$ cat config.mk
export PLATFORM = sky130hd
export DESIGN_NAME = issue_wakeup_int_flat
export DESIGN_NICKNAME = d
export VERILOG_FILES = /design/src/rtl/issue_wakeup_int_if.sv /design/src/rtl/issue_wakeup_int.sv /design/src/flat_wrapper.sv
export SDC_FILE = /design/constraint.sdc
export NUM_CORES = 1
export LEC_CHECK = 0
export BUFFER_PORTS_ARGS = -buffer_cell sky130_fd_sc_hd__buf_2
export CAP_MARGIN = 20
export CELL_PAD_IN_SITES_DETAIL_PLACEMENT = 0
export CELL_PAD_IN_SITES_GLOBAL_PLACEMENT = 2
export CORE_MARGIN = 3
export CORE_UTILIZATION = 32
export DETAILED_ROUTE_END_ITERATION = 12
export PLACE_DENSITY = 0.9
export SLEW_MARGIN = 20
export SYNTH_ARGS = -nofsm -noshare
export SYNTH_HDL_FRONTEND = slang
export SYNTH_SLANG_ARGS = --single-unit
$ cat constraint.sdc
create_clock -name clock -period 1.95 [get_ports clock]
set_input_delay 0 -clock clock [delete_from_list [all_inputs] [get_ports clock]]
set_output_delay 0 -clock clock [all_outputs]
set_load 0.02 [all_outputs]
$ cat src/rtl/issue_wakeup_int_if.sv
// issue_wakeup_int_if: issue-queue <-> integer execution completion tracker.
//   issue_wakeup_int_pkg : micro_op_t / fu_code_t payload types.
//   uop_issued           : per-pipe issued uops (queue -> tracker).
//   ctb_prf_int_index    : per-lane wakeup tags (tracker -> queue).
//   ctb_valid            : per-lane wakeup valids (tracker -> queue).
//   ex_busy              : per-pipe issue block (tracker -> queue).
//   issue_err            : sticky protocol-violation flag (tracker -> queue).
`ifndef ISSUE_WIDTH_INT
`define ISSUE_WIDTH_INT 3
`endif
`ifndef PRF_INT_INDEX_SIZE
`define PRF_INT_INDEX_SIZE 7
`endif

package issue_wakeup_int_pkg;
   localparam int unsigned PRF_IDX_W = `PRF_INT_INDEX_SIZE;

   typedef struct packed {
      logic fu_alu;
      logic fu_br;
      logic fu_mul;
      logic fu_div;
   } fu_code_t;

   typedef struct packed {
      logic                 valid;
      fu_code_t             fu_code;
      logic                 rd_valid;
      logic [PRF_IDX_W-1:0] rd_prf_int_index;
   } micro_op_t;
endpackage

interface issue_wakeup_int_if
   import issue_wakeup_int_pkg::*;
#(
   parameter int unsigned ISSUE_WIDTH = `ISSUE_WIDTH_INT,
   parameter int unsigned PRF_INDEX_W = `PRF_INT_INDEX_SIZE
);
   micro_op_t [ISSUE_WIDTH-1:0]               uop_issued;
   logic [ISSUE_WIDTH-1:0][PRF_INDEX_W-1:0]   ctb_prf_int_index;
   logic [ISSUE_WIDTH-1:0]                    ctb_valid;
   logic [ISSUE_WIDTH-1:0]                    ex_busy;
   logic                                      issue_err;

   modport master (output uop_issued,
                   input  ctb_prf_int_index, ctb_valid, ex_busy, issue_err);
   modport slave  (input  uop_issued,
                   output ctb_prf_int_index, ctb_valid, ex_busy, issue_err);
endinterface

$ cat src/rtl/issue_wakeup_int.sv
// issue_wakeup_int: integer execution completion tracker. Models ALU/BR (1 cycle),
// pipelined MUL (pipe 1) and iterative DIV (pipe 2) latencies, drives the common
// tag bus and back-pressures the issue queue so CTB lanes never collide.
//   clock, reset : clock, asynchronous active-high reset
//   flush        : synchronous kill of all in-flight work
//   bus (slave)  : uop_issued in; ctb_prf_int_index, ctb_valid, ex_busy, issue_err out
// Build option: define IQ_WAKEUP_CHECK_EN to enable illegal-fu / issue-while-busy
// detection on issue_err; otherwise issue_err is 0 and any valid uop is routed
// DIV > MUL > ALU within the paths its pipe owns.
`ifndef ISSUE_WIDTH_INT
`define ISSUE_WIDTH_INT 3
`endif
`ifndef PRF_INT_INDEX_SIZE
`define PRF_INT_INDEX_SIZE 7
`endif

module issue_wakeup_int
   import issue_wakeup_int_pkg::*;
#(
   parameter int unsigned ISSUE_WIDTH = `ISSUE_WIDTH_INT,
   parameter int unsigned PRF_INDEX_W = `PRF_INT_INDEX_SIZE,
   parameter int unsigned MUL_LATENCY = 3,
   parameter int unsigned DIV_LATENCY = 16
) (
   input  logic              clock,
   input  logic              reset,
   input  logic              flush,
   issue_wakeup_int_if.slave bus
);
   localparam int unsigned MUL_STAGES = MUL_LATENCY - 1;
   localparam int unsigned CNT_W      = $clog2(DIV_LATENCY) + 1;

   typedef enum logic {DIV_IDLE, DIV_BUSY} div_state_e;

   logic [MUL_STAGES-1:0]                   mul_v_q, mul_v_d;
   logic [MUL_STAGES-1:0]                   mul_rd_q, mul_rd_d;
   logic [MUL_STAGES-1:0][PRF_INDEX_W-1:0]  mul_tag_q, mul_tag_d;
   div_state_e                              div_state_q, div_state_d;
   logic [CNT_W-1:0]                        div_cnt_q, div_cnt_d;
   logic                                    div_rd_q, div_rd_d;
   logic [PRF_INDEX_W-1:0]                  div_tag_q, div_tag_d;
   logic [ISSUE_WIDTH-1:0]                  ctb_valid_q, ctb_valid_d;
   logic [ISSUE_WIDTH-1:0][PRF_INDEX_W-1:0] ctb_idx_q, ctb_idx_d;
   logic                                    issue_err_q, issue_err_d;

   logic [ISSUE_WIDTH-1:0] busy_c, legal_c, accept_c, to_mul_c, to_div_c;
   logic                   err_c;
   logic                   div_done_c;
   logic                   unused_uop;

   // Not every uop field matters to every pipe.
   assign unused_uop = ^bus.uop_issued;

   // Busy depends on registers only: last MUL stage about to own lane 1, DIV FSM owns lane 2.
   always_comb begin
      busy_c    = '0;
      busy_c[1] = mul_v_q[MUL_STAGES-1];
      busy_c[2] = (div_state_q == DIV_BUSY);
   end

   // Per-pipe acceptance and routing.
   always_comb begin
      legal_c  = '0;
      accept_c = '0;
      to_mul_c = '0;
      to_div_c = '0;
      err_c    = 1'b0;
      for (int p = 0; p < int'(ISSUE_WIDTH); p++) begin
         to_mul_c[p] = (p == 1) && bus.uop_issued[p].fu_code.fu_mul;
         to_div_c[p] = (p == 2) && bus.uop_issued[p].fu_code.fu_div;
`ifdef IQ_WAKEUP_CHECK_EN
         if (p == 1)
            legal_c[p] = bus.uop_issued[p].fu_code.fu_alu | bus.uop_issued[p].fu_code.fu_mul;
         else if (p == 2)
            legal_c[p] = bus.uop_issued[p].fu_code.fu_alu | bus.uop_issued[p].fu_code.fu_div;
         else
            legal_c[p] = bus.uop_issued[p].fu_code.fu_alu | bus.uop_issued[p].fu_code.fu_br;
         err_c = err_c | (bus.uop_issued[p].valid & ~flush & (busy_c[p] | ~legal_c[p]));
`else
         legal_c[p] = 1'b1;
`endif
         accept_c[p] = bus.uop_issued[p].valid & ~flush & ~busy_c[p] & legal_c[p];
      end
   end

   // Next state for MUL pipe, DIV FSM, CTB lanes and error flag.
   always_comb begin
      mul_v_d     = '0;
      mul_rd_d    = '0;
      mul_tag_d   = '0;
      div_state_d = div_state_q;
      div_cnt_d   = div_cnt_q;
      div_rd_d    = div_rd_q;
      div_tag_d   = div_tag_q;
      div_done_c  = 1'b0;
      ctb_valid_d = '0;
      ctb_idx_d   = '0;

      mul_v_d[0]   = accept_c[1] & to_mul_c[1];
      mul_rd_d[0]  = bus.uop_issued[1].rd_valid;
      mul_tag_d[0] = PRF_INDEX_W'(bus.uop_issued[1].rd_prf_int_index);
      for (int s = 1; s < int'(MUL_STAGES); s++) begin
         mul_v_d[s]   = mul_v_q[s-1];
         mul_rd_d[s]  = mul_rd_q[s-1];
         mul_tag_d[s] = mul_tag_q[s-1];
      end

      case (div_state_q)
         DIV_IDLE: begin
            if (accept_c[2] && to_div_c[2]) begin
               div_state_d = DIV_BUSY;
               div_cnt_d   = CNT_W'(DIV_LATENCY - 1);
               div_rd_d    = bus.uop_issued[2].rd_valid;
               div_tag_d   = PRF_INDEX_W'(bus.uop_issued[2].rd_prf_int_index);
            end
         end
         DIV_BUSY: begin
            div_cnt_d = div_cnt_q - CNT_W'(1);
            if (div_cnt_q == CNT_W'(1)) begin
               div_state_d = DIV_IDLE;
               div_done_c  = 1'b1;
            end
         end
         default: div_state_d = DIV_IDLE;
      endcase

      // Single-cycle results; long-latency results own their lane while busy blocks issue.
      for (int p = 0; p < int'(ISSUE_WIDTH); p++) begin
         if (accept_c[p] && !to_mul_c[p] && !to_div_c[p]) begin
            ctb_valid_d[p] = bus.uop_issued[p].rd_valid;
            ctb_idx_d[p]   = PRF_INDEX_W'(bus.uop_issued[p].rd_prf_int_index);
         end
      end
      if (mul_v_q[MUL_STAGES-1]) begin
         ctb_valid_d[1] = mul_rd_q[MUL_STAGES-1];
         ctb_idx_d[1]   = mul_tag_q[MUL_STAGES-1];
      end
      if (div_done_c) begin
         ctb_valid_d[2] = div_rd_q;
         ctb_idx_d[2]   = div_tag_q;
      end

      if (flush) begin
         mul_v_d     = '0;
         div_state_d = DIV_IDLE;
         div_cnt_d   = '0;
         ctb_valid_d = '0;
         ctb_idx_d   = '0;
      end

`ifdef IQ_WAKEUP_CHECK_EN
      issue_err_d = issue_err_q | err_c;
`else
      issue_err_d = 1'b0;
`endif
   end

   always_ff @(posedge clock or posedge reset) begin
      if (reset) begin
         mul_v_q     <= '0;
         mul_rd_q    <= '0;
         mul_tag_q   <= '0;
         div_state_q <= DIV_IDLE;
         div_cnt_q   <= '0;
         div_rd_q    <= 1'b0;
         div_tag_q   <= '0;
         ctb_valid_q <= '0;
         ctb_idx_q   <= '0;
         issue_err_q <= 1'b0;
      end else begin
         mul_v_q     <= mul_v_d;
         mul_rd_q    <= mul_rd_d;
         mul_tag_q   <= mul_tag_d;
         div_state_q <= div_state_d;
         div_cnt_q   <= div_cnt_d;
         div_rd_q    <= div_rd_d;
         div_tag_q   <= div_tag_d;
         ctb_valid_q <= ctb_valid_d;
         ctb_idx_q   <= ctb_idx_d;
         issue_err_q <= issue_err_d;
      end
   end

   assign bus.ctb_valid         = ctb_valid_q;
   assign bus.ctb_prf_int_index = ctb_idx_q;
   assign bus.ex_busy           = busy_c;
   assign bus.issue_err         = issue_err_q;
endmodule
$ cat src/flat_wrapper.sv
// flat-port wrapper written by rule: the top's interface ports become plain ports
module issue_wakeup_int_flat import issue_wakeup_int_pkg::*;
#(
   parameter int unsigned ISSUE_WIDTH = `ISSUE_WIDTH_INT,
   parameter int unsigned PRF_INDEX_W = `PRF_INT_INDEX_SIZE,
   parameter int unsigned MUL_LATENCY = 3,
   parameter int unsigned DIV_LATENCY = 16
)
  (clock, reset, flush, bus_uop_issued, bus_ctb_prf_int_index, bus_ctb_valid, bus_ex_busy, bus_issue_err);
  issue_wakeup_int_if #(.ISSUE_WIDTH(ISSUE_WIDTH), .PRF_INDEX_W(PRF_INDEX_W)) bus_i ();
  input  logic clock;
  input  logic reset;
  input  logic flush;
  input wire logic [$bits(bus_i.uop_issued)-1:0] bus_uop_issued;
  output wire logic [$bits(bus_i.ctb_prf_int_index)-1:0] bus_ctb_prf_int_index;
  output wire logic [$bits(bus_i.ctb_valid)-1:0] bus_ctb_valid;
  output wire logic [$bits(bus_i.ex_busy)-1:0] bus_ex_busy;
  output wire logic [$bits(bus_i.issue_err)-1:0] bus_issue_err;
  assign bus_i.uop_issued = bus_uop_issued;
  assign bus_ctb_prf_int_index = bus_i.ctb_prf_int_index;
  assign bus_ctb_valid = bus_i.ctb_valid;
  assign bus_ex_busy = bus_i.ex_busy;
  assign bus_issue_err = bus_i.issue_err;
  issue_wakeup_int #(.ISSUE_WIDTH(ISSUE_WIDTH), .PRF_INDEX_W(PRF_INDEX_W), .MUL_LATENCY(MUL_LATENCY), .DIV_LATENCY(DIV_LATENCY)) u_core (.clock(clock), .reset(reset), .flush(flush), .bus(bus_i));
endmodule
Word level (Yosys, flattened, before mapping)
Index checks and enable logic that the tools add are counted.
{"block": "totals", "elab_cells": 52, "inputBits": 42, "regBits": 56}
{"block": "op_classes", "n_reduce_logical": 6, "add_sub_neg": 1, "muxes": 22, "n_eq_ne": 2, "bitwise": 9}
{"cell": "$mux W7", "n": 5}
{"cell": "$mux W21", "n": 1}
{"cell": "$mux W1", "n": 10}
{"cell": "$mux W5", "n": 2}
{"cell": "$pmux W5 S2", "n": 1}
{"cell": "$and A1 B1 Y1", "n": 6}
{"cell": "$eq A5 B1 Y1 const B", "n": 1}
{"cell": "$sub A5 B1 Y5 const B", "n": 1}
{"cell": "$logic_and A1 B1 Y1", "n": 3}
{"cell": "$mux W3", "n": 1}
{"cell": "$ne A3 B3 Y1 const B", "n": 1}
{"cell": "$not A1 Y1", "n": 3}
{"cell": "$logic_not A1 Y1", "n": 2}
{"cell": "$mux W2", "n": 1}
{"cell": "$pmux W1 S2", "n": 1}
{"cell": "$reduce_and A2 Y1", "n": 1}

Logic depth before layout (Yosys ltp)
Gate-level depths: netlist of the first run.
{"block": "logic_depth", "depth_word": 7, "depth_mapped": 5, "mapped_depth_nobuf": 5}

Worst setup path before layout of the first run
OpenSTA, ideal clock, no wires.
{"block": "synth_path", "kind": "flip-flop to flip-flop", "from": "register u_core.div_cnt_q[3]", "to": "register u_core.ctb_idx_q, in the netlist u_core.bus.ctb_prf_int_index[14]", "setup_ps": 66, "path_slack_ps": 539, "required_ps": 1884, "arrival_time_ps": 1345, "stages_incl_launch_ff": 4, "n_path_buf": 0, "synth_period_minus_slack_ps": 1411, "cell_sequence": "dfrtp_1 -> or4b_1 -> nor3_4 -> a22o_1"}
{"item": "start, declared", "line": "issue_wakeup_int.sv:39", "rtl": "logic [CNT_W-1:0] div_cnt_q, div_cnt_d;"}
{"item": "start signal, assigned", "line": "issue_wakeup_int.sv:175", "rtl": "div_cnt_q <= div_cnt_d;"}
{"item": "end signal, assigned", "line": "issue_wakeup_int.sv:179", "rtl": "ctb_idx_q <= ctb_idx_d;"}
{"item": "end, declared", "line": "issue_wakeup_int.sv:43", "rtl": "logic [ISSUE_WIDTH-1:0][PRF_INDEX_W-1:0] ctb_idx_q, ctb_idx_d;"}

==> results.md, run 1 <==
* Worst hold endpoint: u_core.bus.ctb_prf_int_index[9]
* Die Y at 86.1 µm
* Setup_tns at 0 ps
* Number of max-cap violations at 0
* Post-Syn Area at 2050 µm²
* Min-delay src: bus_uop_issued[22]
* Net Sw Power at 532 µW
* Vias in the first global route at roughly 1500
* Top cells by area, synth: dfrtp_1, a22o_1, mux2_1
* Comb pwr share at 12.3%
* Cells along the critical path: or4b_1, nor3_4, a22o_1
* Pwr dens at 788 nW/µm²
* Area Growth Syn to Fin at 35.9%
* Initial antenna violation count at 0
* Routed length per instance at 13.1 µm
* Post-synth top area share at around two thirds
* Register bit total from synthesis at 56
* Worst reg2reg endpoint: u_core.bus.ctb_prf_int_index[20]
* Final #Nets at 283
* Die width at about 86 µm
* Setup crit end kind: register
* RSZ-0062 raised after global routing: no
* Fillers at 575
* FF-to-FF setup slack at 290 ps
* Worst r2r src: u_core.div_state_q
* CTS sink cnt at 56
* Clk network pwr share at around 30%
* HP Class: primary input to register
* Final min period at 1660 ps
* Final HPWL from detailed placement at 2810 µm
* Drt total wl at approximately 4100 µm
* Most common cell after layout, fill and taps aside: buf_2
* Most frequent cells in the layout: buf_2, dfrtp_1, dlygate4sd3_1
* # port buffers at 57
* DRT iter0 DRCs at 29
* GPL Wtd Cong at 0.741
* Switching Fraction at approximately 24%
* # DRC at 0
* Clk root buf: clkbuf_8
* Fin. max-slew vios at 0
* Crit Path Max Fanout at 9
* Die area at roughly 7400 µm²
* Drt via density at 4.57
* Static Leakage at 0.00137 µW
* Critical path arrival at about 1900 ps
* Share of cells above drive strength 1 at 31.3%
* Netlist cell types at 29
* Syn_area_per_cell at 13.6 µm²
* Reg clk slew, reported paths at 90 ps
* Status: finished, final reports clean
* Post-route clock skew at roughly 5.2 ps
* Mapped Cells at 151
* Num rows at 28
* Async SR Flop Fraction at 100%
* Sequential share of power at 58.2%
* Hold path depth at 4
* Startpoint class of the critical path: register
* Final ANT Viol Nets at 0
* Period utilization at 85.2%
* # diodes at 0
* Setup violators final at 0
* R2R cell count at 3
* CTS tree: done
* Maximum VDD drop at 0.456 mV
* Crit path max-delay cell type: or4b_1
* Internal power at 1660 µW
* Yosys warnings at 0
* Crit path max-delay family: simple AND/OR/NAND/NOR gates
* First-pass GRT wire length at around 7100 µm
* Buf+Inv Stages, Crit Path at 0
* Post-synthesis sequential area ratio at 68.3%
* Max Fclk at approximately 600 MHz
* CP max stage delay at 530 ps
* CTS Buffer Depth at 2
* H-tree levels at 2
* Multi-input logic area at 579 µm²
* Register area at 1400 µm²
* Design Power at roughly 2200 µW
* Post-synth EDFFs at 0
* Req. time, crit path at 2190 ps
* WP depth at 3
* Grt total ovfl at 0
* Clock latency on the worst-skew pair at 300 ps
* GRT Total Usage at a little under an eighth
* Initial Util at between 30% and 40%
* CP Class: register to register
* Worst Tran Pin Value at between 600 and 700 ps
* Vias at approximately 1400
* CTS Buf Count at 5
* Post-synth top flop: dfrtp_1
* Core ar. at around 6100 µm²
* Largest net degree at the start of global routing at 22
* Slew HR at 56.9%
* DR pass1 iterations at 4
* Post-synth top area cell: dfrtp_1
* Total I/O pin count at 70
* Final Hold Fails at 0
==> metrics by stage <==
stage / setup slack (ps) / cell area (µm²) / std cells / hold slack, ps / util (%)
finish: 288 / 2790 / 315 / 135 / 46.0
global route: 159 / 2790 / 315 / 149 / 46.0
CTS: 261 / 2790 / 315 / 132 / 46.0
detailed placement: 288 / 2420 / 280 / 22.3 / 40.0
global placement: 312 / 2420 / 280 / 8.32 / 40.0
floorplan: 539 / 2050 / 152 / 31.4 / -
==> tightest hold or removal path: stages <==
cell and delay [ps]:
buf_2 80, nor2b_1 130, nand3b_1 130, a21oi_1 60
==> cell usage after synthesis (3+ instances only) <==
master and n:
nand3b_1 8, nand2_1 11, a22o_1 8, mux2_1 6, nor2b_1 3, buf_4 4
clkbuf_1 3, nor2_1 3, a211oi_1 3, nor3_1 4, and2_1 8, dfrtp_1 56
a21oi_1 10, inv_1 5
==> layer usage <==
metal,routed length (µm),vias up,global-route usage (%)
met4,16,0,3.02
li1,-,680,-
met1,1740,713,15.1
met5,0,-,0
met3,281,2,3.17
met2,2090,44,20.3
==> power by group through the flow <==
stage,combinational [µW],sequential (µW),clock (µW)
5_1_grt,301,1290,719
4_1_cts,276,1280,683
3_3_place_gp,229,1300,0
3_5_place_dp,233,1300,0
6_report,270,1280,648
2_1_floorplan,132,1310,0
==> kinds of logic after synthesis <==
| family | count (synthesis) | share of synthesized area [%] |
|---|---|---|
| flip-flops | 56 | 68.3 |
| AND/OR/NAND/NOR | 44 | 13.8 |
| AO/OA/AOI/OAI | 23 | 7.63 |
| buffers and inverters | 15 | 3.60 |
| multiplexers | 8 | 4.39 |
| adder cells (fa/ha/maj) | 2 | 1.22 |
| XOR/XNOR | 2 | 0.854 |
| other | 1 | 0.183 |
==> worst max path at each step <==
stage | start | end | slack [ps]
6_report | u_core.div_state_q | u_core.bus.ctb_prf_int_index[20] | 290
5_1_grt | u_core.div_state_q | u_core.bus.ctb_prf_int_index[16] | 160
4_1_cts | u_core.div_state_q | u_core.bus.ctb_prf_int_index[20] | 260
3_5_place_dp | u_core.div_state_q | u_core.bus.ctb_prf_int_index[19] | 290
3_3_place_gp | u_core.div_state_q | u_core.bus.ctb_valid[2] | 310
2_1_floorplan | u_core.div_cnt_q[3] | u_core.bus.ctb_prf_int_index[14] | 540
==> what timing repair did <==
action / in CTS / in global routing
setup buffers: 0 / 0
hold buffers: 27 / 0
resized for setup: 0 / 0
hold endpoints to repair: 58 / 0
==> registers in the layout, summed over array words and instances (netlist names) <==
register and count:
u_core.div_cnt_q 5, u_core.div_state_q 1, u_core.div_rd_q 1, u_core.mul_tag_q 7
u_core.mul_v_q 2, u_core.mul_tag_d 7, u_core.bus.ctb_prf_int_index 21, u_core.div_tag_q 7
u_core.bus.ctb_valid 3, u_core.mul_rd_q 2
==> layout make-up <==
| class | count | share of cell area (%) |
|---|---|---|
| clock buffers | 7 | 3.10 |
| repair buffers | 90 | 21.5 |
| flip-flops and latches | 56 | 50.3 |
| clock inverters | 1 | 0.269 |
| multi-input cells | 81 | 20.8 |
| inverters | 5 | 0.673 |
| well taps | 75 | 3.37 |
Power figures use the tool's default switching activity.
==> inputs of run 2 (changes only) <==
--- a/config.mk
+++ b/config.mk
@@ -13,6 +13,7 @@
 export CORE_UTILIZATION = 32
 export DETAILED_ROUTE_END_ITERATION = 12
 export PLACE_DENSITY = 0.9
+export RECOVER_POWER = 100
 export SLEW_MARGIN = 20
 export SYNTH_ARGS = -nofsm -noshare
 export SYNTH_HDL_FRONTEND = slang
==> run 2 against run 1 <==
Net effect: total power decreased by 0.31%; first-iteration DRC count unchanged; sequential share of layout area increased by 0.80 points; sequential power about the same; non-clock buffer count unchanged; worst setup slack got worse by 10 ps; fmax decreased by 0.60%; count of clock-buffer cells in the layout unchanged; critical path depth unchanged; global-route usage unchanged; die area unchanged; flip-flop and latch count unchanged; largest cell class unchanged.
==> results.md, run 2 (same netlist as run 1, synthesis figures left out) <==
* Status: finished, final reports clean (unchanged)
* Req. time, crit path at 2190 ps (about the same)
* Final HPWL from detailed placement at 2810 µm (unchanged)
* Vias at 1440 (was 1439)
* Critical path arrival at 1920 ps (was 1910 ps)
* RSZ-0062 raised after global routing: no (unchanged)
* Final min period at 1670 ps (was 1660 ps)
* Largest net degree at the start of global routing at 22 (unchanged)
* # port buffers at 57 (unchanged)
* CTS Buf Count at 5 (unchanged)
* Final ANT Viol Nets at 0 (unchanged)
* Most frequent cells in the layout: dfrtp_1, clkbuf_1, dlygate4sd3_1 (was buf_2, dfrtp_1, dlygate4sd3_1)
* Setup crit end kind: register (unchanged)
* DRT iter0 DRCs at 29 (unchanged)
* DR pass1 iterations at 4 (unchanged)
* Design Power at 2190 µW (was 2200 µW)
* Initial Util at 33.8% (unchanged)
* CTS Buffer Depth at 2 (unchanged)
* Die area at 7410 µm² (unchanged)
* Pwr dens at 798 nW/µm² (was 788 nW/µm²)
* Grt total ovfl at 0 (unchanged)
* Clk root buf: clkbuf_8 (unchanged)
* Fin. max-slew vios at 0 (unchanged)
* Max Fclk at 598 MHz (was 602 MHz)
* Number of max-cap violations at 0 (unchanged)
* Period utilization at 85.8% (was 85.2%)
* Initial antenna violation count at 0 (unchanged)
* Routed length per instance at 13.2 µm (was 13.1 µm)
* CTS sink cnt at 56 (unchanged)
* Setup violators final at 0 (unchanged)
* Drt via density at 4.57 (about the same)
* Max reg flops at 21 (unchanged)
* Final Hold Fails at 0 (unchanged)
* Setup_tns at 0 ps (unchanged)
* Reg clk slew, reported paths at 100 ps (was 90 ps)
* Total I/O pin count at 70 (unchanged)
* GPL Wtd Cong at 0.741 (unchanged)
* Clock latency on the worst-skew pair at 300 ps (about the same)
* HP Class: primary input to register (unchanged)
* GRT Total Usage at 11.9% (unchanged)
* # DRC at 0 (unchanged)
* Multi-input logic area at 579 µm² (unchanged)
* Area Growth Syn to Fin at 33.8% (was 35.9%)
* First-pass GRT wire length at 7050 µm (unchanged)
* Post-route clock skew at 5.94 ps (was 5.15 ps)
* Startpoint class of the critical path: register (unchanged)
* Num rows at 28 (unchanged)
* Share of cells above drive strength 1 at 17.9% (was 31.3%)
* Core ar. at 6060 µm² (unchanged)
* CTS tree: done (unchanged)
* Fillers at 592 (was 575)
* CP Class: register to register (unchanged)
* # diodes at 0 (unchanged)
* Drt total wl at 4140 µm (was 4130 µm)
* Worst Tran Pin Value at 741 ps (was 645 ps)
* Static Leakage at 0.00124 µW (was 0.00137 µW)
* Crit Path Max Fanout at 9 (unchanged)
* Vias in the first global route at 1484 (unchanged)
* Maximum VDD drop at 0.454 mV (was 0.456 mV)
* H-tree levels at 2 (unchanged)
* Most common cell after layout, fill and taps aside: dfrtp_1 (was buf_2)
* Die width at 86.1 µm (unchanged)
* Final #Nets at 283 (unchanged)
* Die Y at 86.1 µm (unchanged)
* Register area at 1400 µm² (unchanged)
* Slew HR at 50.5% (was 56.9%)
run 2: worst paths after layout:
check | depth (start not counted) | slack (ps) | start | endpoint
hold reg to reg | 0 | 350 | u_core.mul_rd_q[0] | u_core.mul_rd_q[1]
max in group asynchronous | 4 | 630 | reset | u_core.bus.ctb_prf_int_index[8]
setup / recovery | 3 | 280 | u_core.div_state_q | u_core.bus.ctb_prf_int_index[20]
hold / removal | 4 | 140 | bus_uop_issued[22] | u_core.bus.ctb_prf_int_index[7]
min in group asynchronous | 3 | 360 | reset | u_core.bus.ctb_prf_int_index[11]
setup reg to reg | 3 | 280 | u_core.div_state_q | u_core.bus.ctb_prf_int_index[20]
run 2: per-layer routing:
layer  global-route usage (%)  vias to the layer above  routed length (µm)
li1                         -                      681                   -
met1                     15.1                      715                1770
met2                     20.3                       42                2080
met3                     3.17                        2                 274
met4                     3.02                        0                  16
met5                        0                        -                   0
run 2: stage by stage:
stage | setup slack, ps | utilization, % | hold slack (ps) | instance area [µm²] | cells
floorplan | 539 | - | 31.4 | 2050 | 152
detailed placement | 288 | 40.0 | 22.3 | 2420 | 280
global route | 156 | 45.3 | 149 | 2740 | 315
finish | 278 | 45.3 | 136 | 2740 | 315
CTS | 261 | 46.0 | 132 | 2790 | 315
global placement | 312 | 40.0 | 8.32 | 2420 | 280
run 2: where the power goes:
part           internal, µW  switching (µW)
clock                   289             360
sequential             1240            39.9
combinational           128             134
run 2: cell type report:
type,count,area share [%]
Timing Repair Buffer,90,20.3
Multi-Input combinational cell,81,21.1
Clock buffer,7,3.15
Sequential cell,56,51.1
Clock inverter,1,0.274
Tap cell,75,3.42
Inverter,5,0.684
run 2: repair_timing:
action | CTS | global route
setup buffers | 0 | 0
hold buffers | 27 | 0
resized for setup | 0 | 0
endpoints found under the hold margin | 58 | 0
run 2: worst max-delay path, stage by stage, from the launching register on:
cell     delay (ps)
dfrtp_1         520
or4b_1          530
nor3_4          370
a22o_1          200
==> inputs of run 3 (changes only) <==
--- a/config.mk
+++ b/config.mk
@@ -12,7 +12,7 @@
 export CORE_MARGIN = 3
 export CORE_UTILIZATION = 32
 export DETAILED_ROUTE_END_ITERATION = 12
-export PLACE_DENSITY = 0.9
+export PLACE_DENSITY = 0.85
 export RECOVER_POWER = 100
 export SLEW_MARGIN = 20
 export SYNTH_ARGS = -nofsm -noshare
==> run 3 against run 2 <==
Net effect: flip-flop and latch count unchanged; final cell count down 0.63%; clock power up 18%; design area up 0.82%; wire length down 0.56%; first-iteration DRC count rose to 2.7 times the previous value; sequential share of layout area down 0.42 points; hold slack better by 1.2 ps; clock skew about the same; largest power group unchanged.
==> results.md, run 3 (same netlist as run 1, synthesis figures left out) <==
* Req. time, crit path at 2200 ps (was 2190 ps)
* # hold bufs at CTS at 27 (unchanged)
* DR pass1 iterations at 4 (unchanged)
* Comb pwr share at 11.4% (was 11.9%)
* Fillers at 588 (was 592)
* Internal power at 1760 µW (was 1660 µW)
* Final ANT Viol Nets at 0 (unchanged)
* Die Y at 86.1 µm (unchanged)
* Final Hold Fails at 0 (unchanged)
* FF-to-FF setup slack at 350 ps (was 280 ps)
* Total I/O pin count at 70 (unchanged)
* Max Fclk at 624 MHz (was 598 MHz)
* Initial Util at 33.8% (unchanged)
* Num rows at 28 (unchanged)
* Period utilization at 82.1% (was 85.8%)
* Vias at 1436 (was 1440)
* Critical Path Source: u_core.div_cnt_q[3] (was u_core.div_state_q)
* Critical path arrival at 1850 ps (was 1920 ps)
* Most common cell after layout, fill and taps aside: dfrtp_1 (unchanged)
* Die width at 86.1 µm (unchanged)
* Drt total wl at 4120 µm (was 4140 µm)
* Post-route clock skew at 6.43 ps (was 5.94 ps)
* Fin. max-slew vios at 0 (unchanged)
* Status: finished, final reports clean (unchanged)
* Post-route cell area at 2770 µm² (was 2740 µm²)
* GRT Total Usage at 12.0% (was 11.9%)
* Maximum VDD drop at 0.494 mV (was 0.454 mV)
* Setup crit end kind: register (unchanged)
* Setup violators final at 0 (unchanged)
* Design Power at 2310 µW (was 2190 µW)
* # diodes at 0 (unchanged)
* Post-CTS Setup Inserts at 0 (unchanged)
* Net Sw Power at 550 µW (was 533 µW)
* Slew HR at 32.4% (was 50.5%)
* CTS Buf Count at 5 (unchanged)
* CTS tree: done (unchanged)
* Static Leakage at 0.00125 µW (was 0.00124 µW)
* Post-Place Cell Area at 2420 µm² (about the same)
* Area Growth Syn to Fin at 34.9% (was 33.8%)
* Clock latency on the worst-skew pair at 310 ps (was 300 ps)
* Sequential share of power at 55.4% (was 58.4%)
* HP Class: primary input to register (unchanged)
* Final HPWL from detailed placement at 2740 µm (was 2810 µm)
* # DRC at 0 (unchanged)
* Setup_tns at 0 ps (unchanged)
* Most frequent cells in the layout: dfrtp_1, clkbuf_1, dlygate4sd3_1 (unchanged)
* Final Core Density at 45.6% (was 45.3%)
* Initial antenna violation count at 0 (unchanged)
* Core ar. at 6060 µm² (unchanged)
* Worst hold endpoint: u_core.bus.ctb_valid[1] (was u_core.bus.ctb_prf_int_index[7])
* Reg clk slew, reported paths at 100 ps (about the same)
* Pwr dens at 833 nW/µm² (was 798 nW/µm²)
* Min-delay src: bus_uop_issued[22] (unchanged)
* Routed length per instance at 13.2 µm (about the same)
* Post-cts repair resize count at 0 (unchanged)
* Clk network pwr share at 33.2% (was 29.7%)
* Share of cells above drive strength 1 at 16.8% (was 17.9%)
* CP Class: register to register (unchanged)
* RSZ-0062 raised after global routing: no (unchanged)
* # port buffers at 57 (unchanged)
* DRT iter0 DRCs at 77 (was 29)
* GPL Wtd Cong at 0.712 (was 0.741)
* Drt via density at 4.59 (was 4.57)
* Worst r2r src: u_core.div_cnt_q[3] (was u_core.div_state_q)
* Vias in the first global route at 1478 (was 1484)
* Crit Path Max Fanout at 8 (was 9)
* Grt total ovfl at 0 (unchanged)
* H-tree levels at 2 (unchanged)
* Clk root buf: clkbuf_8 (unchanged)
* CTS sink cnt at 56 (unchanged)
* Worst reg2reg endpoint: u_core.bus.ctb_prf_int_index[15] (was u_core.bus.ctb_prf_int_index[20])
* Switching Fraction at 23.9% (was 24.4%)
* CTS Buffer Depth at 2 (unchanged)
* Max reg flops at 21 (unchanged)
* R2R cell count at 3 (unchanged)
* Startpoint class of the critical path: register (unchanged)
* Number of max-cap violations at 0 (unchanged)
* Worst Tran Pin Value at 1010 ps (was 741 ps)
* Largest net degree at the start of global routing at 32 (was 22)
* Hold path depth at 4 (unchanged)
* Final min period at 1600 ps (was 1670 ps)
* Die area at 7410 µm² (unchanged)
* First-pass GRT wire length at 6880 µm (was 7050 µm)
* Final #Nets at 281 (was 283)
[run 3: changes by cell type in the layout (fill, tap and decap cells not counted), sizes merged]
cell,change
buf,-2
clkbuf,-2
clkinv,+2
clkinvlp,-1
bufinv,+1
[run 3: worst max-delay path by stage]
stage | end | slack [ps] | depth (start not counted)
floorplan | u_core.bus.ctb_prf_int_index[14] | 540 | 3
detailed placement | u_core.bus.ctb_prf_int_index[15] | 370 | 3
global placement | u_core.bus.ctb_prf_int_index[17] | 390 | 3
finish | u_core.bus.ctb_prf_int_index[15] | 350 | 3
CTS | u_core.bus.ctb_prf_int_index[15] | 350 | 3
global route | u_core.bus.ctb_prf_int_index[19] | 280 | 3
[run 3: final cells by class]
| type | instances | area [µm²] | share of cell area (%) |
|---|---|---|---|
| clock buffer | 5 | 68.8 | 2.49 |
| clock inverter | 3 | 47.5 | 1.72 |
| inverter | 5 | 18.8 | 0.678 |
| multi-input combinational | 81 | 579 | 20.9 |
| sequential | 56 | 1400 | 50.7 |
| tap | 75 | 93.8 | 3.39 |
| timing repair buffer | 88 | 557 | 20.1 |
[run 3: metal layers]
layer  GRT usage [%]  part of all wire [%]  up-vias
li1                -                     -      677
met1            13.7                    42      724
met2            21.4                    53       31
met3            2.98                   4.3        4
met4            4.75                   1.1        0
met5               0                     0        -
[run 3: power by group through the flow]
stage / clock (µW) / sequential (µW) / combinational, µW
detailed placement: 0 / 1300 / 236
global route: 848 / 1290 / 295
CTS: 795 / 1280 / 278
finish: 766 / 1280 / 263
floorplan: 0 / 1310 / 132
global placement: 0 / 1300 / 231
[run 3: worst max-delay path, stage by stage (launching register included)]
cell and delay [ps]:
dfrtp_1 420, or4b_1 590, nor3_4 340, a22o_1 200
[run 3: per-stage QoR]
step / hold WS (ps) / instances / worst slack [ps]
floorplan: 31.4 / 152 / 539
CTS: 108 / 313 / 353
finish: 137 / 313 / 348
global placement: 80.4 / 278 / 394
global route: 143 / 313 / 282
detailed placement: 95.9 / 278 / 366
